<file path="src/rtl/monitor_bus_capture_pkg.sv">
// Shared types and constants for the monitor-strobe capture block.
package monitor_pkg;

    localparam int NUM_STB    = 15;
    localparam int STB_MWG    = 0;
    localparam int STB_MWAG   = 1;
    localparam int STB_MWLG   = 2;
    localparam int STB_MWQG   = 3;
    localparam int STB_MWZG   = 4;
    localparam int STB_MWBG   = 5;
    localparam int STB_MWSG   = 6;
    localparam int STB_MWYG   = 7;
    localparam int STB_MWEBG  = 8;
    localparam int STB_MWFBG  = 9;
    localparam int STB_MWBBEG = 10;
    localparam int STB_MRAG   = 11;
    localparam int STB_MRGG   = 12;
    localparam int STB_MRLG   = 13;
    localparam int STB_MRULOG = 14;

    localparam logic [3:0] STATUS_SEL = 4'hF;

    typedef struct packed {
        logic [14:0] mask;
        logic [15:0] data;
    } mon_evt_t;

endpackage

</file>
<file path="src/rtl/monitor_bus_capture_if.sv">
// Capture-event stream: producer (master) presents FIFO head, consumer (slave) accepts it.
interface monitor_bus_capture_if;
    import monitor_pkg::*;

    logic                 evt_valid;
    logic                 evt_ready;
    logic [NUM_STB-1:0]   evt_mask;
    logic [15:0]          evt_data;

    modport master (output evt_valid, output evt_mask, output evt_data, input evt_ready);
    modport slave  (input evt_valid, input evt_mask, input evt_data, output evt_ready);

endinterface

</file>
<file path="src/rtl/monitor_bus_capture_fifo.sv">
// First-word-fall-through event FIFO; a push into a full FIFO without a pop is dropped and flagged.
module mon_evt_fifo
    import monitor_pkg::*;
#(
    parameter  int DEPTH = 16,
    localparam int AW    = $clog2(DEPTH),
    localparam int CW    = AW + 1
) (
    input  logic          clk,
    input  logic          rst_n,
    input  logic          push_i,
    input  mon_evt_t      push_data_i,
    input  logic          pop_i,
    output mon_evt_t      head_o,
    output logic          valid_o,
    output logic [CW-1:0] count_o,
    output logic          drop_o
);

    mon_evt_t        mem_q [DEPTH];
    logic [AW-1:0]   wr_ptr_q, wr_ptr_d;
    logic [AW-1:0]   rd_ptr_q, rd_ptr_d;
    logic [CW-1:0]   count_q, count_d;
    logic            full_s, do_push_s, do_pop_s;

    assign full_s    = (count_q == CW'(DEPTH));
    assign do_pop_s  = pop_i && (count_q != {CW{1'b0}});
    // A pop frees the slot the push lands in, so full does not block a simultaneous push.
    assign do_push_s = push_i && (!full_s || do_pop_s);
    assign drop_o    = push_i && full_s && !do_pop_s;

    assign head_o  = mem_q[rd_ptr_q];
    assign valid_o = (count_q != {CW{1'b0}});
    assign count_o = count_q;

    always_comb begin
        wr_ptr_d = wr_ptr_q;
        rd_ptr_d = rd_ptr_q;
        count_d  = count_q;
        if (do_push_s) begin
            wr_ptr_d = wr_ptr_q + AW'(1);
        end else begin
            wr_ptr_d = wr_ptr_q;
        end
        if (do_pop_s) begin
            rd_ptr_d = rd_ptr_q + AW'(1);
        end else begin
            rd_ptr_d = rd_ptr_q;
        end
        if (do_push_s && !do_pop_s) begin
            count_d = count_q + CW'(1);
        end else if (do_pop_s && !do_push_s) begin
            count_d = count_q - CW'(1);
        end else begin
            count_d = count_q;
        end
    end

    always_ff @(posedge clk or negedge rst_n) begin
        if (!rst_n) begin
            wr_ptr_q <= {AW{1'b0}};
            rd_ptr_q <= {AW{1'b0}};
            count_q  <= {CW{1'b0}};
            for (int i = 0; i < DEPTH; i++) begin
                mem_q[i] <= '0;
            end
        end else begin
            wr_ptr_q <= wr_ptr_d;
            rd_ptr_q <= rd_ptr_d;
            count_q  <= count_d;
            if (do_push_s) begin
                mem_q[wr_ptr_q] <= push_data_i;
            end
        end
    end

endmodule

</file>
<file path="src/rtl/monitor_bus_capture.sv">
// Monitor interface receiver: synchronises strobes and MWL, filters glitches,
// latches per-strobe shadows and queues capture events.
module monitor_bus_capture
    import monitor_pkg::*;
#(
    parameter  int DEPTH       = 16,
    parameter  int MIN_HIGH    = 2,
    parameter  int SYNC_STAGES = 2,
    localparam int CW          = $clog2(DEPTH) + 1
) (
    input  logic                 SIM_CLK,
    input  logic                 SIM_RST,
    input  logic [NUM_STB-1:0]   STB,
    input  logic [15:0]          MWL,
    input  logic [3:0]           reg_sel,
    output logic [15:0]          reg_data,
    monitor_bus_capture_if.master evt,
    output logic [CW-1:0]        evt_count,
    output logic                 ovf,
    input  logic                 clear_ovf
);

    localparam int CNTW = $clog2(MIN_HIGH + 1);

    logic [NUM_STB-1:0] stb_sync_q [SYNC_STAGES];
    logic [15:0]        mwl_sync_q [SYNC_STAGES];
    logic [15:0]        mwl_d_q;
    logic [CNTW-1:0]    cnt_q [NUM_STB];
    logic [CNTW-1:0]    cnt_d [NUM_STB];
    logic [15:0]        shadow_q [NUM_STB];
    logic               ovf_q, ovf_d;
    logic [15:0]        reg_data_q, reg_data_d;

    logic [NUM_STB-1:0] stb_s, accept_s;
    logic [15:0]        mwl_s;
    mon_evt_t           push_evt_s, head_s;
    logic               fifo_valid_s, drop_s;
    logic [CW-1:0]      fifo_count_s;
    logic [4:0]         count5_s;

    assign stb_s = stb_sync_q[SYNC_STAGES-1];
    assign mwl_s = mwl_sync_q[SYNC_STAGES-1];

    // Synchroniser chains plus one extra register holding the previous synced bus value.
    always_ff @(posedge SIM_CLK or negedge SIM_RST) begin
        if (!SIM_RST) begin
            for (int s = 0; s < SYNC_STAGES; s++) begin
                stb_sync_q[s] <= {NUM_STB{1'b0}};
                mwl_sync_q[s] <= 16'h0000;
            end
            mwl_d_q <= 16'h0000;
        end else begin
            stb_sync_q[0] <= STB;
            mwl_sync_q[0] <= MWL;
            for (int s = 1; s < SYNC_STAGES; s++) begin
                stb_sync_q[s] <= stb_sync_q[s-1];
                mwl_sync_q[s] <= mwl_sync_q[s-1];
            end
            mwl_d_q <= mwl_s;
        end
    end

    // A nonzero count implies the previous cycle was high, so low-with-full-count is the accepted fall.
    always_comb begin
        for (int i = 0; i < NUM_STB; i++) begin
            cnt_d[i]    = {CNTW{1'b0}};
            accept_s[i] = 1'b0;
            if (stb_s[i]) begin
                if (cnt_q[i] == CNTW'(MIN_HIGH)) begin
                    cnt_d[i] = cnt_q[i];
                end else begin
                    cnt_d[i] = cnt_q[i] + CNTW'(1);
                end
            end else begin
                cnt_d[i]    = {CNTW{1'b0}};
                accept_s[i] = (cnt_q[i] == CNTW'(MIN_HIGH));
            end
        end
    end

    always_ff @(posedge SIM_CLK or negedge SIM_RST) begin
        if (!SIM_RST) begin
            for (int i = 0; i < NUM_STB; i++) begin
                cnt_q[i]    <= {CNTW{1'b0}};
                shadow_q[i] <= 16'h0000;
            end
        end else begin
            for (int i = 0; i < NUM_STB; i++) begin
                cnt_q[i] <= cnt_d[i];
                if (accept_s[i]) begin
                    shadow_q[i] <= mwl_d_q;
                end
            end
        end
    end

    assign push_evt_s.mask = accept_s;
    assign push_evt_s.data = mwl_d_q;

    mon_evt_fifo #(.DEPTH(DEPTH)) u_fifo (
        .clk         (SIM_CLK),
        .rst_n       (SIM_RST),
        .push_i      (|accept_s),
        .push_data_i (push_evt_s),
        .pop_i       (evt.evt_ready),
        .head_o      (head_s),
        .valid_o     (fifo_valid_s),
        .count_o     (fifo_count_s),
        .drop_o      (drop_s)
    );

    generate
        if (CW >= 5) begin : g_cnt_trunc
            assign count5_s = fifo_count_s[4:0];
        end else begin : g_cnt_ext
            assign count5_s = {{(5-CW){1'b0}}, fifo_count_s};
        end
    endgenerate

    always_comb begin
        ovf_d      = ovf_q;
        reg_data_d = 16'h0000;
        if (drop_s) begin
            ovf_d = 1'b1;
        end else if (clear_ovf) begin
            ovf_d = 1'b0;
        end else begin
            ovf_d = ovf_q;
        end
        if (reg_sel == STATUS_SEL) begin
            reg_data_d = {ovf_q, fifo_valid_s, 9'b0_0000_0000, count5_s};
        end else begin
            for (int i = 0; i < NUM_STB; i++) begin
                if (reg_sel == 4'(i)) begin
                    reg_data_d = shadow_q[i];
                end
            end
        end
    end

    always_ff @(posedge SIM_CLK or negedge SIM_RST) begin
        if (!SIM_RST) begin
            ovf_q      <= 1'b0;
            reg_data_q <= 16'h0000;
        end else begin
            ovf_q      <= ovf_d;
            reg_data_q <= reg_data_d;
        end
    end

    assign evt.evt_valid = fifo_valid_s;
    assign evt.evt_mask  = head_s.mask;
    assign evt.evt_data  = head_s.data;
    assign evt_count     = fifo_count_s;
    assign ovf           = ovf_q;
    assign reg_data      = reg_data_q;

endmodule

</file>
<file path="src/flat_wrapper.sv">
// flat-port wrapper written by rule: the top's interface ports become plain ports
module monitor_bus_capture_flat import monitor_pkg::*;
#(
    parameter  int DEPTH       = 16,
    parameter  int MIN_HIGH    = 2,
    parameter  int SYNC_STAGES = 2,
    localparam int CW          = $clog2(DEPTH) + 1
)
  (SIM_CLK, SIM_RST, STB, MWL, reg_sel, reg_data, evt_count, ovf, clear_ovf, evt_evt_valid, evt_evt_mask, evt_evt_data, evt_evt_ready);
  monitor_bus_capture_if evt_i ();
  input  logic SIM_CLK;
  input  logic SIM_RST;
  input  logic [NUM_STB-1:0] STB;
  input  logic [15:0] MWL;
  input  logic [3:0] reg_sel;
  output logic [15:0] reg_data;
  output logic [CW-1:0] evt_count;
  output logic ovf;
  input  logic clear_ovf;
  output wire logic [$bits(evt_i.evt_valid)-1:0] evt_evt_valid;
  output wire logic [$bits(evt_i.evt_mask)-1:0] evt_evt_mask;
  output wire logic [$bits(evt_i.evt_data)-1:0] evt_evt_data;
  input wire logic [$bits(evt_i.evt_ready)-1:0] evt_evt_ready;
  assign evt_evt_valid = evt_i.evt_valid;
  assign evt_evt_mask = evt_i.evt_mask;
  assign evt_evt_data = evt_i.evt_data;
  assign evt_i.evt_ready = evt_evt_ready;
  monitor_bus_capture #(.DEPTH(DEPTH), .MIN_HIGH(MIN_HIGH), .SYNC_STAGES(SYNC_STAGES)) u_core (.SIM_CLK(SIM_CLK), .SIM_RST(SIM_RST), .STB(STB), .MWL(MWL), .reg_sel(reg_sel), .reg_data(reg_data), .evt(evt_i), .evt_count(evt_count), .ovf(ovf), .clear_ovf(clear_ovf));
endmodule
</file>
<file path="config.mk">
export PLATFORM = sky130hd
export DESIGN_NAME = monitor_bus_capture_flat
export DESIGN_NICKNAME = d
export VERILOG_FILES = /design/src/rtl/monitor_bus_capture_pkg.sv /design/src/rtl/monitor_bus_capture_if.sv /design/src/rtl/monitor_bus_capture_fifo.sv /design/src/rtl/monitor_bus_capture.sv /design/src/flat_wrapper.sv
export SDC_FILE = /design/constraint.sdc
export NUM_CORES = 2
export LEC_CHECK = 0
export BUFFER_PORTS_ARGS = -buffer_cell sky130_fd_sc_hd__clkbuf_2
export CAP_MARGIN = 5
export CORE_UTILIZATION = 30
export DETAILED_ROUTE_END_ITERATION = 7
export PLACE_DENSITY = 0.55
export SYNTH_ARGS = -nofsm -noshare
export SYNTH_HDL_FRONTEND = slang
export SYNTH_SLANG_ARGS = --single-unit
</file>
<file path="constraint.sdc">
create_clock -name SIM_CLK -period 2.8 [get_ports SIM_CLK]
set_input_delay 0.28 -clock SIM_CLK [delete_from_list [all_inputs] [get_ports SIM_CLK]]
set_output_delay 0.28 -clock SIM_CLK [all_outputs]
set_load 0.01 [all_outputs]
</file>
==> metrics.md <==
| Metric | Value |
|---|---|
| Synth Flop Type | `dfrtp_1` |
| Synth Cell Area | `0.0384 mm²` |
| Root buffer cell | `clkbuf_16` |
| Initial Utilization | `0.304` |
| TritonCTS buffer count | `95` |
| Violated checks | `negative setup slack` |
| Worst path max stage delay | `610 ps` |
| Largest net degree at the start of global routing | `116` |
| Worst Path Max Fanout | `11` |
| Die X | `360 µm` |
| Worst path slowest cell | `mux4_2` |
| Synth async-reset ratio | `1.00` |
| Status | `finished, violations left` |
| Layout Utilization | `0.364` |
| Layout area overhead | `19.7%` |
| Placed insts | `4192` |
| Vias in the first global route | `24700` |
| Pre-CTS setup slack | `-49.4 ps` |
| Slew @ Worst Pin | `1230 ps` |
| Fin. Hold Viols | `0` |
| Buffers & Inverters on Critical Path | `4` |
| RSZ-0062 raised after global routing | `yes` |
| Slew headroom | `0.183` |
| CP top delay family | `multiplexers` |
| Drc violations | `0` |
| HP Class | `in -> reg` |
| CTS tree | `built` |
| Worst-Skew Late Latency | `660 ps` |
| Antenna Violating Nets Remaining | `0` |
| Clock power share | `0.248` |
| Flops & latches, synth | `874` |
| I/O Pins | `93` |
| Syn Area/Cell | `15.2 µm²` |
| Area of the core | `0.126 mm²` |
| Arr. time, crit path | `2840 ps` |
| Total negative slack | `-7500 ps` |
| Global placement routability congestion | `0.796` |
| Vias per cell | `5.10` |
| Post-synth cell types | `65` |
| Max Slew Vio Count | `0` |
| Max-cap viol count | `0` |
| CP cell instances | `buf_12 -> buf_12 -> buf_16 -> mux4_2 -> mux4_2 -> clkbuf_2` |
| Hold Slack | `130 ps` |
| CP startpoint kind | `flop` |
| Cell Pwr Density | `1120 mW/mm²` |
| Switching Fraction | `0.309` |
| Final setup violation count | `31` |
| Switching pwr | `15.9 mW` |
| Number of iterations in the first detailed-routing pass | `5` |
| Initial antenna violation count | `7` |
| FILL cells | `11700` |
| Global-route usage over all layers | `0.164` |
| Fmax | `320 MHz` |
| DP HPWL | `66000 µm` |
| Die Span Y | `360 µm` |
| Final instance area | `0.0460 mm²` |
| Pwr Total | `51.5 mW` |
| H-tree level count | `3` |
| Required @ worst endpoint | `2520 ps` |
| Min Tclk post-route | `3120 ps` |
| Layout Nets | `2773` |
| Setup crit end kind | `output pin` |
| Syn Inst Count | `2528` |
| TritonCTS Sinks | `874` |
| Worst Setup Slack, final | `-323 ps` |
| Clock transition at path regs | `60 ps` |
| Post-synth EDFFs | `0` |
| Routed WL | `106000 µm` |
| Clock Tree Buf Depth | `3` |
| Internal | `35.6 mW` |
| Seq/Total Area, Yosys | `0.569` |
| Mapped Nets | `2592` |
| FP Rows | `130` |
| Fin crit share | `1.12` |
| VDD IR max | `0.477 mV` |
| Final Non-Filler Cells | `4431` |
| DR iter-0 viols | `1648` |
| First-pass GRT wire length | `162000 µm` |
| Yosys warns | `0` |
| Leakage | `20.1 nW` |
| Total number of vias | `22600` |
| DP Area | `0.0419 mm²` |
| Avg WL per Cell | `23.9 µm` |
| GRT overflow | `0` |
| Layout cells sized above 1 | `0.424` |
| Comb power frac | `0.353` |
| Port Buffers | `92` |
| CP Class | `reg -> out` |
| Antenna fix cells | `0` |
| Reg power frac | `0.398` |
| Die ar. | `0.130 mm²` |
| Final setup skew | `32.7 ps` |
-- path summary, 6_finish.rpt --
check | from | to | slack [ps] | cells past startpoint
worst max-delay path | u_core.u_fifo.rd_ptr_q[0] | evt_evt_data[1] | -320 | 6
worst min-delay path | evt_evt_ready | u_core.u_fifo.rd_ptr_q[1] | 130 | 5
worst max register to register | u_core.cnt_q[12] | u_core.u_fifo.count_o[4] | 50 | 15
worst min register to register | u_core.stb_sync_q[28] | u_core.stb_s[13] | 330 | 0
max in group asynchronous | SIM_RST | u_core.u_fifo.mem_q[452] | 1500 | 3
min in group asynchronous | SIM_RST | u_core.stb_s[8] | 200 | 2
-- cell usage after synthesis (11+ instances only) --
cell / count / area share
a21oi_1: 35 / 0.0046
a221oi_1: 14 / 0.0032
and2_1: 33 / 0.0054
buf_1: 11 / 0.0011
buf_2: 66 / 0.0086
clkbuf_1: 147 / 0.014
dfrtp_1: 874 / 0.57
ha_1: 24 / 0.0078
inv_1: 22 / 0.0021
mux2_1: 221 / 0.065
mux2_2: 527 / 0.15
mux2i_1: 20 / 0.0052
mux4_2: 168 / 0.098
nand2_1: 57 / 0.0056
nand3_1: 18 / 0.0023
nor2_1: 32 / 0.0031
nor2b_1: 22 / 0.0036
nor3_1: 17 / 0.0022
o21ai_0: 48 / 0.0062
xnor2_1: 23 / 0.0052
-- worst reg2reg max path, cell delays in order (launching register included) --
cell and delay [ps]:
dfrtp_1 370, inv_1 60, ha_2 190, nor2b_4 130, nor4_4 310, and4_4 300
buf_12 130, nor2_4 50, ha_4 170, inv_4 70, ha_4 210, a21o_1 170
a21oi_2 150, xnor2_1 130, nor2_1 70, xor2_1 140
-- logic make-up after synthesis --
group           after synthesis  share of synthesized area
mux                         936                      0.323
buf+inv                     261                     0.0294
flops                       874                      0.569
simple gates                221                     0.0327
fa+ha+maj                    25                    0.00833
compound gates              185                     0.0320
xor+xnor                     26                    0.00592
-- power by group through the flow --
stage / combinational (mW) / sequential, mW / clock (mW)
final: 18.2 / 20.5 / 12.8
after global routing: 19.5 / 21.1 / 13.7
after CTS: 17.8 / 20.5 / 13.2
after detailed placement: 17.3 / 20.8 / 0
after global placement: 16.8 / 20.4 / 0
after floorplan: 12.0 / 19.6 / 0
-- area by class of cell --
cell class                      instances  area, µm²  share of cell area
Clock inverter                         27        382             0.00829
Inverter                               25       96.3             0.00209
Multi-Input combinational cell       1393      15700               0.342
Clock buffer                          142       2790              0.0606
Tap cell                             1650       2060              0.0449
Sequential cell                       874      21900               0.475
Timing Repair Buffer                  320       3090              0.0672
-- sequential cells by signal (all words and copies together), names as in the netlist --
name / cells
u_core.reg_data: 16
u_core.u_fifo.rd_ptr_q: 4
u_core.cnt_q: 30
u_core.mwl_s: 16
u_core.u_fifo.mem_q: 496
u_core.ovf: 1
u_core.mwl_d_q: 16
u_core.stb_s: 15
u_core.u_fifo.wr_ptr_q: 4
u_core.shadow_q: 240
u_core.u_fifo.count_o: 5
u_core.mwl_sync_q: 16
u_core.stb_sync_q: 15
-- repair_timing --
item                                   CTS  global route
endpoints found under the hold margin   66             0
setup endpoints to repair              118           162
pin swaps                                1            11
hold buffers                            33             0
gates cloned                             2             6
gates resized for setup                  8            18
setup buffers                            6            24
-- routing by layer --
layer	vias to the layer above	global-route usage	wire (µm)
met4	4	0.0528	2670
li1	9614	-	-
met5	-	0	26
met2	521	0.267	51400
met3	163	0.0262	4700
met1	12300	0.223	47100
-- layout by cell type, fill, tap and decap left out, drive strengths merged, types with 5 or more instances in the layout --
cell / instances
a211oi: 7
a21o: 9
a21oi: 35
a221oi: 14
a22oi: 9
a31oi: 7
a32oi: 5
and2: 34
buf: 193
bufinv: 9
clkbuf: 236
clkinv: 14
dfrtp: 874
dlygate4sd3: 33
ha: 24
inv: 25
mux2: 748
mux2i: 20
mux4: 168
nand2: 57
nand2b: 5
nand3: 18
nand3b: 6
nor2: 32
nor2b: 22
nor3: 23
nor3b: 5
nor4: 7
o211ai: 6
o21ai: 48
o22ai: 9
o32ai: 8
xnor2: 23
Power figures use the tool's default switching activity.
